===== src/rtl/queue_slot_alloc.sv =====
// queue_slot_alloc: write-side slot manager for the slot-based queue.
// Owns the occupancy bitmap, grants free slots round-robin on the write side
// and releases slots selected one-hot by the read side.

`ifndef QUEUE_DEPTH
`define QUEUE_DEPTH 8
`endif

module queue_slot_alloc #(
    parameter int unsigned QUEUE_DEPTH = `QUEUE_DEPTH,
    parameter int unsigned IDX_W       = $clog2(QUEUE_DEPTH)
) (
    input  logic                   clk,
    input  logic                   reset_n,
    input  logic                   wr_valid,
    output logic                   wr_ready,
    output logic [QUEUE_DEPTH-1:0] wr_sel,
    output logic [IDX_W-1:0]       wr_idx,
    input  logic                   rd_en,
    input  logic [QUEUE_DEPTH-1:0] rd_sel,
    output logic [QUEUE_DEPTH-1:0] status,
    output logic [IDX_W:0]         count,
    output logic                   wr_done,
    output logic [IDX_W-1:0]       done_idx,
    output logic                   rd_err,
    input  logic                   err_clr
);

    localparam int unsigned CNT_W = IDX_W + 1;

    // Registered state
    logic [IDX_W-1:0]       ptr;

    // Next-state values
    logic [QUEUE_DEPTH-1:0] status_nxt;
    logic [CNT_W-1:0]       count_nxt;
    logic [IDX_W-1:0]       ptr_nxt;
    logic                   wr_done_nxt;
    logic [IDX_W-1:0]       done_idx_nxt;
    logic                   rd_err_nxt;

    // Slot search and handshake terms
    logic [QUEUE_DEPTH-1:0] grant_sel;
    logic [IDX_W-1:0]       grant_idx;
    logic                   grant_found;
    int unsigned            cand;
    logic                   accept;
    logic                   rd_onehot;
    logic                   rel_legal;
    logic                   rel_illegal;

    // Round-robin search for the first free slot starting at ptr (registered status only)
    always_comb begin
        grant_sel   = '0;
        grant_idx   = '0;
        grant_found = 1'b0;
        cand        = 0;
        for (int unsigned i = 0; i < QUEUE_DEPTH; i++) begin
            cand = 32'(ptr) + i;
            if (cand >= QUEUE_DEPTH) begin
                cand = cand - QUEUE_DEPTH;
            end
            if (!grant_found && !status[IDX_W'(cand)]) begin
                grant_found               = 1'b1;
                grant_sel[IDX_W'(cand)]   = 1'b1;
                grant_idx                 = IDX_W'(cand);
            end
        end
    end

    assign wr_ready = ~&status;
    assign wr_sel   = grant_sel;
    assign wr_idx   = grant_idx;

    // Handshake and release-legality decode
    always_comb begin
        accept      = wr_valid & wr_ready;
        rd_onehot   = (rd_sel != '0) && ((rd_sel & (rd_sel - QUEUE_DEPTH'(1))) == '0);
        rel_legal   = rd_en & rd_onehot & (|(rd_sel & status));
        rel_illegal = rd_en & ~rel_legal;
    end

    // Next-state computation for bitmap, count, pointer, done pulse and error flag
    always_comb begin
        status_nxt   = status;
        count_nxt    = count;
        ptr_nxt      = ptr;
        wr_done_nxt  = 1'b0;
        done_idx_nxt = done_idx;
        rd_err_nxt   = rd_err;

        // Write and read slots never collide: one is free, the other occupied
        if (rel_legal) begin
            status_nxt = status_nxt & ~rd_sel;
        end
        if (accept) begin
            status_nxt   = status_nxt | grant_sel;
            wr_done_nxt  = 1'b1;
            done_idx_nxt = grant_idx;
            if (grant_idx == IDX_W'(QUEUE_DEPTH - 1)) begin
                ptr_nxt = '0;
            end else begin
                ptr_nxt = grant_idx + IDX_W'(1);
            end
        end

        case ({accept, rel_legal})
            2'b10:   count_nxt = count + CNT_W'(1);
            2'b01:   count_nxt = count - CNT_W'(1);
            default: count_nxt = count;
        endcase

        // A new illegal release wins over a coincident clear
        if (rel_illegal) begin
            rd_err_nxt = 1'b1;
        end else if (err_clr) begin
            rd_err_nxt = 1'b0;
        end
    end

    // State register
    always_ff @(posedge clk or negedge reset_n) begin
        if (!reset_n) begin
            status   <= '0;
            count    <= '0;
            ptr      <= '0;
            wr_done  <= 1'b0;
            done_idx <= '0;
            rd_err   <= 1'b0;
        end else begin
            status   <= status_nxt;
            count    <= count_nxt;
            ptr      <= ptr_nxt;
            wr_done  <= wr_done_nxt;
            done_idx <= done_idx_nxt;
            rd_err   <= rd_err_nxt;
        end
    end

endmodule


===== config.mk =====
export PLATFORM = sky130hd
export DESIGN_NAME = queue_slot_alloc
export DESIGN_NICKNAME = d
export VERILOG_FILES = /design/src/rtl/queue_slot_alloc.sv
export SDC_FILE = /design/constraint.sdc
export NUM_CORES = 1
export LEC_CHECK = 0
export CORE_ASPECT_RATIO = 1.75
export CORE_MARGIN = 4
export CORE_UTILIZATION = 39
export CTS_CLUSTER_SIZE = 24
export DETAILED_ROUTE_END_ITERATION = 8
export MAX_ROUTING_LAYER = met4
export PLACE_DENSITY = 0.57
export SLEW_MARGIN = 20
export SYNTH_ARGS = -nofsm -noshare
export SYNTH_HDL_FRONTEND = slang
export SYNTH_SLANG_ARGS = --single-unit
export TNS_END_PERCENT = 30

===== constraint.sdc =====
create_clock -name clk -period 5.8 [get_ports clk]
set_clock_uncertainty 0.1 [all_clocks]
set_input_delay 0.58 -clock clk [delete_from_list [all_inputs] [get_ports clk]]
set_output_delay 0.58 -clock clk [all_outputs]
set_load 0.01 [all_outputs]

After elaboration in Yosys (flattened, before gate mapping)
Cells that the tools add are included.

$add $sub $neg: 19. Equal/unequal tests: 3. Magnitude comparators: 24. Bitwise operators: 17. Mux-type cells: 70. Reductions and logical operators: 36.

Operators with widths (number): $mux 8 (10); $or 8x8->8 (8); $mux 3 (17); $lt 3x4->1 const B (8); $ge 4x4->1 const B (7); $mux 1 (26); $and 8x8->8 (3); $bmux 1 s3 (8); $demux 1 s3 (8); $ge 3x1->1 const B (8); $sub 3x1->3 const B (8); $add 3x3->4 const B (4); $logic_and 1x1->1 (16); $logic_not 1->1 (14); $add 3x2->4 const B (2); $logic_not 8->1 (1); $not 8->8 (1); $pmux 4 s2 (1); $reduce_and 8->1 (1); $reduce_bool 8->1 (1); $reduce_or 8->1 (1); $sub 8x1->8 const B (1); $add 3x1->4 const B (1); $add 4x1->4 const B (1); 9 further kinds (13).

Register bits after elaboration: 20. Word-level logic and storage cells: 175. Output and inout port bits: 29.

Logic depth before layout (Yosys ltp)
Depth after elaboration: 28. Mapped depth: 18. Depth with buffers taken out: 13.

Worst setup path before layout
No wires, ideal clock.

Path type: flip-flop to output port. Start: register ptr[0]. End: output port wr_sel[0]. Cell stages (with the launch flop): 14. Arrival: 3.688 ns. Slack: 1.432 ns. Path through: dfrtp_1 > buf_6 > clkbuf_1 > clkinv_1 > clkbuf_1 > ha_1 > buf_1 > mux4_2 > mux2_2 > and3_4 > a21boi_4 > a221o_1 > a211oi_2 > o21ai_0.

Longest elaborated chain between the ends: 26. Elaborated cells between the ends (all ways): 129. Those cells by class: add/sub: 15; order compare: 24; mux: 55; bitwise: 7; reduce/logical: 28.

RTL lines: start, declared (line 32) `logic [IDX_W-1:0] ptr;`; start signal, assigned (line 133) `ptr <= ptr_nxt;`; parallel branches: the longest is 25 deep, another holds $add 3x1->4; $mux 8 * (line 63) `if (!grant_found && !status[IDX_W'(cand)]) begin`; end, declared (line 17) `output logic [QUEUE_DEPTH-1:0] wr_sel,`.

Every way passes the cells marked *. The select of a mux whose other input is x is not followed.

Worst setup path in the final report
Start: register ptr[2]. End: output port wr_sel[0].

The elaborated chain is that of the path after synthesis.

==> metrics.txt <==
number of max-cap violations 0; sequential share of the synthesized area 0.1842; Slew Viols, Final 0; Synth Area in Adders 0.05804; Synth Area per Inst about 8.5 um^2; type of the worst setup path reg -> out; maximum fanout along the worst path 14; hold_buf cts 0; htree depth 1; initial antenna violation count 0; Initial Utilization 0.3991; Routed Antenna Nets 0; core box area 6807 um^2; nature of the critical path startpoint flip-flop; first drt pass iteration count 5; cell row count 40; WL final a little under 10 mm; Sink Count 20; GP Congestion 1.035; main combinational cell family by area after synthesis compound AO/OA/AOI/OAI gates; overall routing resource usage 0.2413; WP data required between 5 and 6 ns; clk slew on worst S/H paths roughly 0.060 ns; Post-Synth XOR/XNOR Area 0.03132; Crit path arrival time roughly 4.4 ns; slew margin rel. 0.3516; first-pass GRT wire length 15.54 mm; Syn Nets 345; Die Wd between 70 and 80 um; post-CTS sizing 0; Post-DP HPWL between 7 and 8 mm; share of Yosys cell area claimed by the top area cell type 0.1842; Post-synth ARST share 1.000; Tcrit/Tclk final 0.8806; vias in the first global route about 2800; vias per cell between 6 and 7; drt initial violations about 320; CTS root buffer clkbuf_16; Post-Syn Instances between 300 and 400; Setup Fix Bufs, Post-CTS 0; reg2reg path depth 15; Post-Synth Simple-Gate Area 0.1741; total CTS buffers 3; multiplexer share of the synthesized area 0.1856; I/O pin cnt between 40 and 50; total congestion overflow 0; fmax around 0.20 GHz; Hold WC Path Type reg -> reg; largest net degree at the start of global routing 39; Seq cells post-synth 20; RSZ-0062 raised after global routing no; clk buf depth 2; crit end category output port; Area Growth Syn to Fin 19.53%; Vias 2759; commonest register cell after synthesis dfrtp_1; final hold vios 0; Residual DRC 0; number of flops mapped to enable cells by yosys 0; Worst-Skew Late Latency 0.26 ns; final setup violation count 0; CTS tree built; Die Y between 100 and 150 um; Die Area 8416 um^2; Compound-Gate Fraction of Synth Area 0.2893; status finished clean; DR WL/cell approximately 22 um; Tightest Pin Transition slightly below 1 ns; Synth Cell Area around 2700 um^2; # diodes 0; setup TNS 0 ns; synth warn 0; layout cell share with drive strength beyond 1 0.1229; nets@finish approximately 380; Hold Path Cell Cnt 1; Yosys top cell by area dfrtp_1; top post-synthesis cells by area dfrtp_1, mux4_2, mux2i_1; Distinct cells, synth 72; PortBufs 41; min Tclk post-route ~5.1 ns
## critical path, cell delays in order, from the launching register on
cell	delay [ns]
dfrtp_1	0.70
inv_1	0.31
ha_1	0.43
inv_1	0.16
mux4_2	0.62
nor3_2	0.28
o21ai_1	0.38
or4_1	0.61
o21ai_0	0.10
clkdlybuf4s50_1	0.57
## final cells by class
type	instances	area (um^2)
Fill cell	716	3560
Tap cell	84	105.1
Clock inverter	1	30.03
Inverter	20	75.07
Clock buffer	3	75.07
Timing Repair Buffer	47	455.4
Sequential cell	20	500.5
Multi-Input combinational cell	259	2006
## metal layers
metal / wire [um] / global-route usage / vias up
li1: - / - / 1277
met1: 3561 / 0.2620 / 1319
met2: 5057 / 0.4122 / 123
met3: 389 / 0.01362 / 40
met4: 645 / 0.1647 / 0
met5: 0 / - / -
## placed cells by master, fill, tap and decap left out, types with 6 or more instances in the layout
cell type        synthesis  final
ha_1                    11     11
dfrtp_1                 20     20
mux4_2                  10     10
a21oi_1                 13     13
nor2_1                  26     26
o211ai_1                 7      7
o21ai_0                 25     25
nor3_1                  11     11
mux2_2                   7      7
nand3_1                  7      7
buf_4                    1      6
nand2_1                 27     27
inv_1                   17     17
a31oi_1                  8      8
mux2i_1                 14     14
clkdlybuf4s50_1          0     41
## final timing paths
check                          from   endpoint  slack (ns)
setup / recovery             ptr[2]  wr_sel[0]        0.69
min in group asynchronous   reset_n   count[3]        0.75
setup reg to reg             ptr[0]     ptr[2]        1.51
hold / removal             count[3]   count[3]        0.37
hold reg to reg            count[3]   count[3]        0.37
max in group asynchronous   reset_n  status[1]        4.27
## per-stage QoR
| step | hold WS [ns] | cell area (um^2) | utilization | setup WS, ns | cells |
|---|---|---|---|---|---|
| after floorplan | 0.1844 | 2716 | - | 1.432 | 320 |
| after global placement | 0.3606 | 3142 | 0.4616 | 1.127 | 430 |
| after detailed placement | 0.3607 | 3142 | 0.4616 | 1.011 | 430 |
| after CTS | 0.3756 | 3247 | 0.4770 | 0.7097 | 434 |
| after global routing | 0.3968 | 3247 | 0.4770 | 0.3793 | 434 |
| final | 0.3682 | 3247 | 0.4770 | 0.6923 | 434 |
## Yosys cell counts (all sizes together), types with 10 or more instances
library cell,instances
nor2,26
inv,17
mux4,10
o21ai,27
ha,11
a21oi,13
dfrtp,20
mux2i,16
clkbuf,10
nand2,27
nor3,13
buf,11
## cell families (layout without fill, tap and decap cells)
| logic type | Yosys count | in the layout |
|---|---|---|
| adders and majority gates | 12 | 12 |
| DFF | 20 | 20 |
| AOI/OAI and AO/OA | 107 | 107 |
| muxes | 34 | 34 |
| buffers and inverters | 41 | 71 |
| and+or+nand+nor | 98 | 98 |
| xor gates and xnor gates | 8 | 8 |
## sequential cells by signal, summed over array words and instances, names as in the netlist
| signal | cells |
|---|---|
| ptr | 3 |
| status | 8 |
| rd_err | 1 |
| count | 4 |
| done_idx | 3 |
| wr_done | 1 |
Power is left out: the tool's default activity adds up to more than one toggle a clock period on the data nets, which glitch-free logic cannot reach.
